--- config.mk ---
export PLATFORM = sky130hd
export DESIGN_NAME = adder_share_sched
export DESIGN_NICKNAME = d
export VERILOG_FILES = /design/src/rtl/adder_share_pkg.sv /design/src/rtl/share_alu.sv /design/src/rtl/adder_share_sched.sv
export SDC_FILE = /design/constraint.sdc
export NUM_CORES = 1
export LEC_CHECK = 0
export CAP_MARGIN = 10
export CORE_ASPECT_RATIO = 2
export CORE_MARGIN = 2
export CORE_UTILIZATION = 45
export DETAILED_ROUTE_END_ITERATION = 8
export PLACE_DENSITY = 0.75
export SYNTH_ARGS = -nofsm -noshare
export SYNTH_HDL_FRONTEND = slang
export SYNTH_SLANG_ARGS = --single-unit
--- constraint.sdc ---
create_clock -name clk -period 3.5 [get_ports clk]
set_input_delay 0.7 -clock clk [delete_from_list [all_inputs] [get_ports clk]]
set_output_delay 0.7 -clock clk [all_outputs]
set_load 0.02 [all_outputs]
--- src/rtl/adder_share_pkg.sv ---
// Shared types for the two-requester ALU scheduler: opcodes, result-FIFO entry, FIFO depth.
package adder_share_pkg;

   localparam int DATA_W     = 8;
   localparam int FIFO_DEPTH = 2;

   typedef enum logic [1:0] {
      OP_ADD = 2'd0,
      OP_SUB = 2'd1,
      OP_XOR = 2'd2,
      OP_AND = 2'd3
   } op_e;

   typedef struct packed {
      logic              id;
      logic              carry;
      logic [DATA_W-1:0] data;
   } res_entry_t;

endpackage

--- src/rtl/share_alu.sv ---
// Combinational W-bit add/sub/xor/and unit; carry is carry-out for ADD and borrow for SUB.
module share_alu
   import adder_share_pkg::*;
#(
   parameter int W = DATA_W
) (
   input  op_e          op,
   input  logic [W-1:0] a,
   input  logic [W-1:0] b,
   output logic [W-1:0] data,
   output logic         carry
);

   logic [W:0] wide;

   always_comb begin
      wide  = '0;
      carry = 1'b0;
      case (op)
         OP_ADD: begin
            wide  = {1'b0, a} + {1'b0, b};
            carry = wide[W];
         end
         OP_SUB: begin
            // No carry out of a + ~b + 1 means a < b, i.e. a borrow.
            wide  = {1'b0, a} + {1'b0, ~b} + (W+1)'(1);
            carry = ~wide[W];
         end
         OP_XOR:  wide = {1'b0, a ^ b};
         OP_AND:  wide = {1'b0, a & b};
         default: wide = '0;
      endcase
   end

   assign data = wide[W-1:0];

endmodule

--- src/rtl/adder_share_sched.sv ---
// Round-robin share of one ALU between two requesters into a 2-entry tagged result FIFO.
// Result visible the cycle after accept; readies drop when the FIFO is full and not being popped.
module adder_share_sched
   import adder_share_pkg::*;
#(
   parameter int W = DATA_W
) (
   input  logic         clk,
   input  logic         rst_n,
   input  logic         ena,
   input  logic         req0_valid,
   output logic         req0_ready,
   input  logic [1:0]   req0_op,
   input  logic [W-1:0] req0_a,
   input  logic [W-1:0] req0_b,
   input  logic         req1_valid,
   output logic         req1_ready,
   input  logic [1:0]   req1_op,
   input  logic [W-1:0] req1_a,
   input  logic [W-1:0] req1_b,
   output logic         res_valid,
   input  logic         res_ready,
   output logic [W-1:0] res_data,
   output logic         res_carry,
   output logic         res_id
);

   res_entry_t   fifo_q [FIFO_DEPTH];
   logic         wr_ptr;
   logic         rd_ptr;
   logic         rr_ptr;
   logic [1:0]   count;

   logic         full;
   logic         space;
   logic         pop;
   logic         push;
   logic         gnt0;
   logic         gnt1;
   logic         sel;

   op_e          alu_op;
   logic [W-1:0] alu_a;
   logic [W-1:0] alu_b;
   logic [W-1:0] alu_data;
   logic         alu_carry;

   assign full      = (count == 2'(FIFO_DEPTH));
   assign res_valid = (count != 2'd0);
   assign pop       = res_valid & res_ready;
   assign space     = ~full | pop;

   // Grant looks only at valids and FIFO state, never at operands.
   always_comb begin
      gnt0 = 1'b0;
      gnt1 = 1'b0;
      if (rst_n && ena && space) begin
         if (req0_valid && req1_valid) begin
            gnt0 = ~rr_ptr;
            gnt1 = rr_ptr;
         end else begin
            gnt0 = req0_valid;
            gnt1 = req1_valid;
         end
      end
   end

   assign req0_ready = gnt0;
   assign req1_ready = gnt1;
   assign push       = gnt0 | gnt1;
   assign sel        = gnt1;

   assign alu_op = sel ? op_e'(req1_op) : op_e'(req0_op);
   assign alu_a  = sel ? req1_a : req0_a;
   assign alu_b  = sel ? req1_b : req0_b;

   share_alu #(.W(W)) u_alu (
      .op    (alu_op),
      .a     (alu_a),
      .b     (alu_b),
      .data  (alu_data),
      .carry (alu_carry)
   );

   always_ff @(posedge clk or negedge rst_n) begin
      if (!rst_n) begin
         wr_ptr <= 1'b0;
         rd_ptr <= 1'b0;
         rr_ptr <= 1'b0;
         count  <= 2'd0;
         for (int i = 0; i < FIFO_DEPTH; i++) begin
            fifo_q[i] <= '0;
         end
      end else begin
         if (push) begin
            fifo_q[wr_ptr] <= '{id: sel, carry: alu_carry, data: alu_data};
            wr_ptr         <= ~wr_ptr;
            rr_ptr         <= ~sel;
         end
         if (pop) begin
            rd_ptr <= ~rd_ptr;
         end
         case ({push, pop})
            2'b10:   count <= count + 2'd1;
            2'b01:   count <= count - 2'd1;
            default: count <= count;
         endcase
      end
   end

   // Head register is shown even when empty, so res_* only move on pop or push-into-empty.
   assign res_data  = fifo_q[rd_ptr].data;
   assign res_carry = fifo_q[rd_ptr].carry;
   assign res_id    = fifo_q[rd_ptr].id;

endmodule
==> flow_summary.ini <==
[logic_synthesis]
synthFlopType = dfrtp_1
yosys_warnings = 0
syn_avg_cell_area_sq_um = 7.92
synthMostInstantiatedCell = nand2_1
ys_ff_latch = 25
synth_area_leader_cell = dfrtp_1
synth_nets = 376
synth_top_cell_area_share = 0.251
async_flop_share = 1.00
synth_area_leaders = dfrtp_1, nand2_1, ha_1
syn_area_sq_mm = 0.00250
synthTopCellsByCount = nand2_1, dfrtp_1, ha_1
synth.distinct_cells = 57
synth_enable_flop_cells = 0
yosysSeqAreaShare = 0.251
synthCells = 315

[grt]
grt_use_met1 = 0.236
use_met2 = 0.450
antenna_found_initial = 0
grt_max_degree = 28
grt_overflow = 0
grt_pass1_wl_um = 11700
grt.met3_usage = 0.0141
globalRouteTotalUtil = 0.239
first_global_vias = 2677
top_usage_layer = met2

[setup_path]
critical_path_class = in2reg
path_max_fanout = 7
r2r_start = count[0]
startpoint_type = primary input
r2r_setup_slack_ns = 0.30
cp_data_arrival_time_ns = 3.61
reg2reg_to = fifo_q[6]
cp-end-kind = register
critPathRequiredTime_ns = 3.70
r2r_cells = 13

[routing]
drtAntennaViolNets = 0
dr_total_vias = 2687
drc_errors = 0
first_iter_violations = 39
drt_first_pass_iters = 4
routed_wl_um = 6950
wl_per_cell_um = 14.4
vias_per_cell = 5.57

[clock_tree]
clock_path_buffers = 2
clk-insertion-delay-late_ns = 0.28
cts_sinks = 25
cts-hold-fix-buffers = 0
clockRootBuffer = clkbuf_8
cts_tree = yes
numCtsBuffers = 3
clkSlewWorstSetupHoldPaths_ns = 0.08
htree_levels = 1

[job]
cap_violations = 0

[floorplanning]
start_util = 0.465
dieWidth_um = 56.7
die_y_um = 109
placementRows = 38
ioPinCount = 55
dieArea_sq_mm = 0.00619
core_sq_mm = 0.00537

[sta]
whs_ns = 0.483
worstMarginPinSlew_ns = 0.482
clock.fmax_mhz = 293
fin_skew_ns = 0.00242
rsz0062_at_grt = yes
slew_violations = 0
hold_violations = 0
maxSlewHeadroom = 0.679
final_min_period_over_clock_period = 0.974
setup_viol = 0
min_period_ns = 3.41
final.setup.tns_ns = 0

[min_path]
hold_depth = 2
hold_path.class = reg2reg
hold_end = fifo_q[9]
hold_start = fifo_q[9]

[placed_design]
dp_cells = 470
dp_hpwl_um = 5720
portBuffers = 54
gp_congestion = 0.877

[outcome]
status = complete, no violations

[final_layout]
antenna_cells = 0
drive_gt1_frac = 0.265
fin_nets = 484
areaGrowthSynthToFinish_pct = 46.5
fill_cells = 447
post-route-util = 0.681
instances_no_fill = 482

[power]
leakagePower_nw = 1.71
total_power_mw = 1.89
pwr_density_cell_mw_per_mm2 = 516
ir_worst_vdd_v = 0.000498
==> worst max-delay path, stage by stage <==
cell and delay (ns):
clkdlybuf4s50_1 0.49, and3_4 0.21, nand3_4 0.14, mux2i_2 0.20
inv_1 0.06, ha_2 0.17, inv_1 0.06, fa_2 0.35
and3b_2 0.28, nor3_1 0.07, or4_1 0.49, a21oi_2 0.15
o32ai_2 0.10, o21ai_1 0.13
==> worst max-delay path by stage <==
stage          startpoint         end  slack [ns]  depth (start not counted)
2_1_floorplan   res_ready  fifo_q[14]        0.02                         16
3_3_place_gp    res_ready  fifo_q[18]       -0.32                         14
3_5_place_dp    res_ready   fifo_q[6]       -0.42                         14
4_1_cts             rst_n   fifo_q[4]        0.02                         15
5_1_grt        req1_valid   fifo_q[4]       -0.06                         14
6_report            rst_n   fifo_q[4]        0.09                         14
==> timing repair <==
action                     CTS  global route
buffers inserted             2             6
setup endpoints to repair   10             9
pin swaps                    0             6
hold endpoints to repair     0             0
resized for setup           10             8
==> flip-flops by register name (all words and copies together), names as in the netlist <==
signal	count
rr_ptr	1
fifo_q	20
wr_ptr	1
rd_ptr	1
count	2
==> layout make-up <==
class	count	area [sq um]	area share
Inverter	19	76.3	0.0209
Clock buffer	3	41.3	0.0113
Timing Repair Buffer	117	1030	0.281
Tap cell	60	75.1	0.0205
Clock inverter	1	5.00	0.00137
Sequential cell	25	626	0.171
Multi-Input combinational cell	257	1810	0.494
==> through the flow <==
| step | cell area, sq um | setup slack (ns) |
|---|---|---|
| finish | 3660 | 0.0898 |
| global route | 3660 | -0.0596 |
| CTS | 3580 | 0.0226 |
| detailed placement | 3480 | -0.424 |
| global placement | 3480 | -0.324 |
| floorplan | 2520 | 0.0169 |
==> cells by family after synthesis <==
group,share of synthesized area
and+or+nand+nor,0.243
muxes,0.110
buffers and inverters,0.0561
DFF,0.251
adders and majority gates,0.0982
AOI/OAI and AO/OA,0.225
xor gates and xnor gates,0.0175
==> where the power goes <==
part	switching [mW]	internal, mW	total [mW]
registers	0.108	0.425	0.532
logic	0.557	0.626	1.18
clock network	0.0924	0.0800	0.172
==> metal layers <==
layer,up-vias,share of wire
li1,1350,-
met1,1234,0.36
met2,79,0.56
met3,24,0.023
met4,0,0.054
met5,-,0
==> layout by cell type, fill, tap and decap left out, drive strengths merged, types with 3 or more instances in the layout <==
| master | instances |
|---|---|
| nand2b | 5 |
| o21a | 3 |
| nor3 | 6 |
| dfrtp | 25 |
| nand3 | 6 |
| o22ai | 3 |
| a21oi | 16 |
| ha | 18 |
| o211ai | 4 |
| o31ai | 13 |
| clkdlybuf4s50 | 52 |
| mux2 | 17 |
| o21ai | 14 |
| and2 | 3 |
| a21o | 3 |
| nor2b | 5 |
| nor2 | 12 |
| a31oi | 5 |
| nand2 | 72 |
| inv | 19 |
| clkbuf | 3 |
| a211oi | 7 |
| buf | 63 |
| mux2i | 8 |
| xnor2 | 3 |
| nand4 | 3 |
No activity file was read; power rests on OpenSTA's default activity.
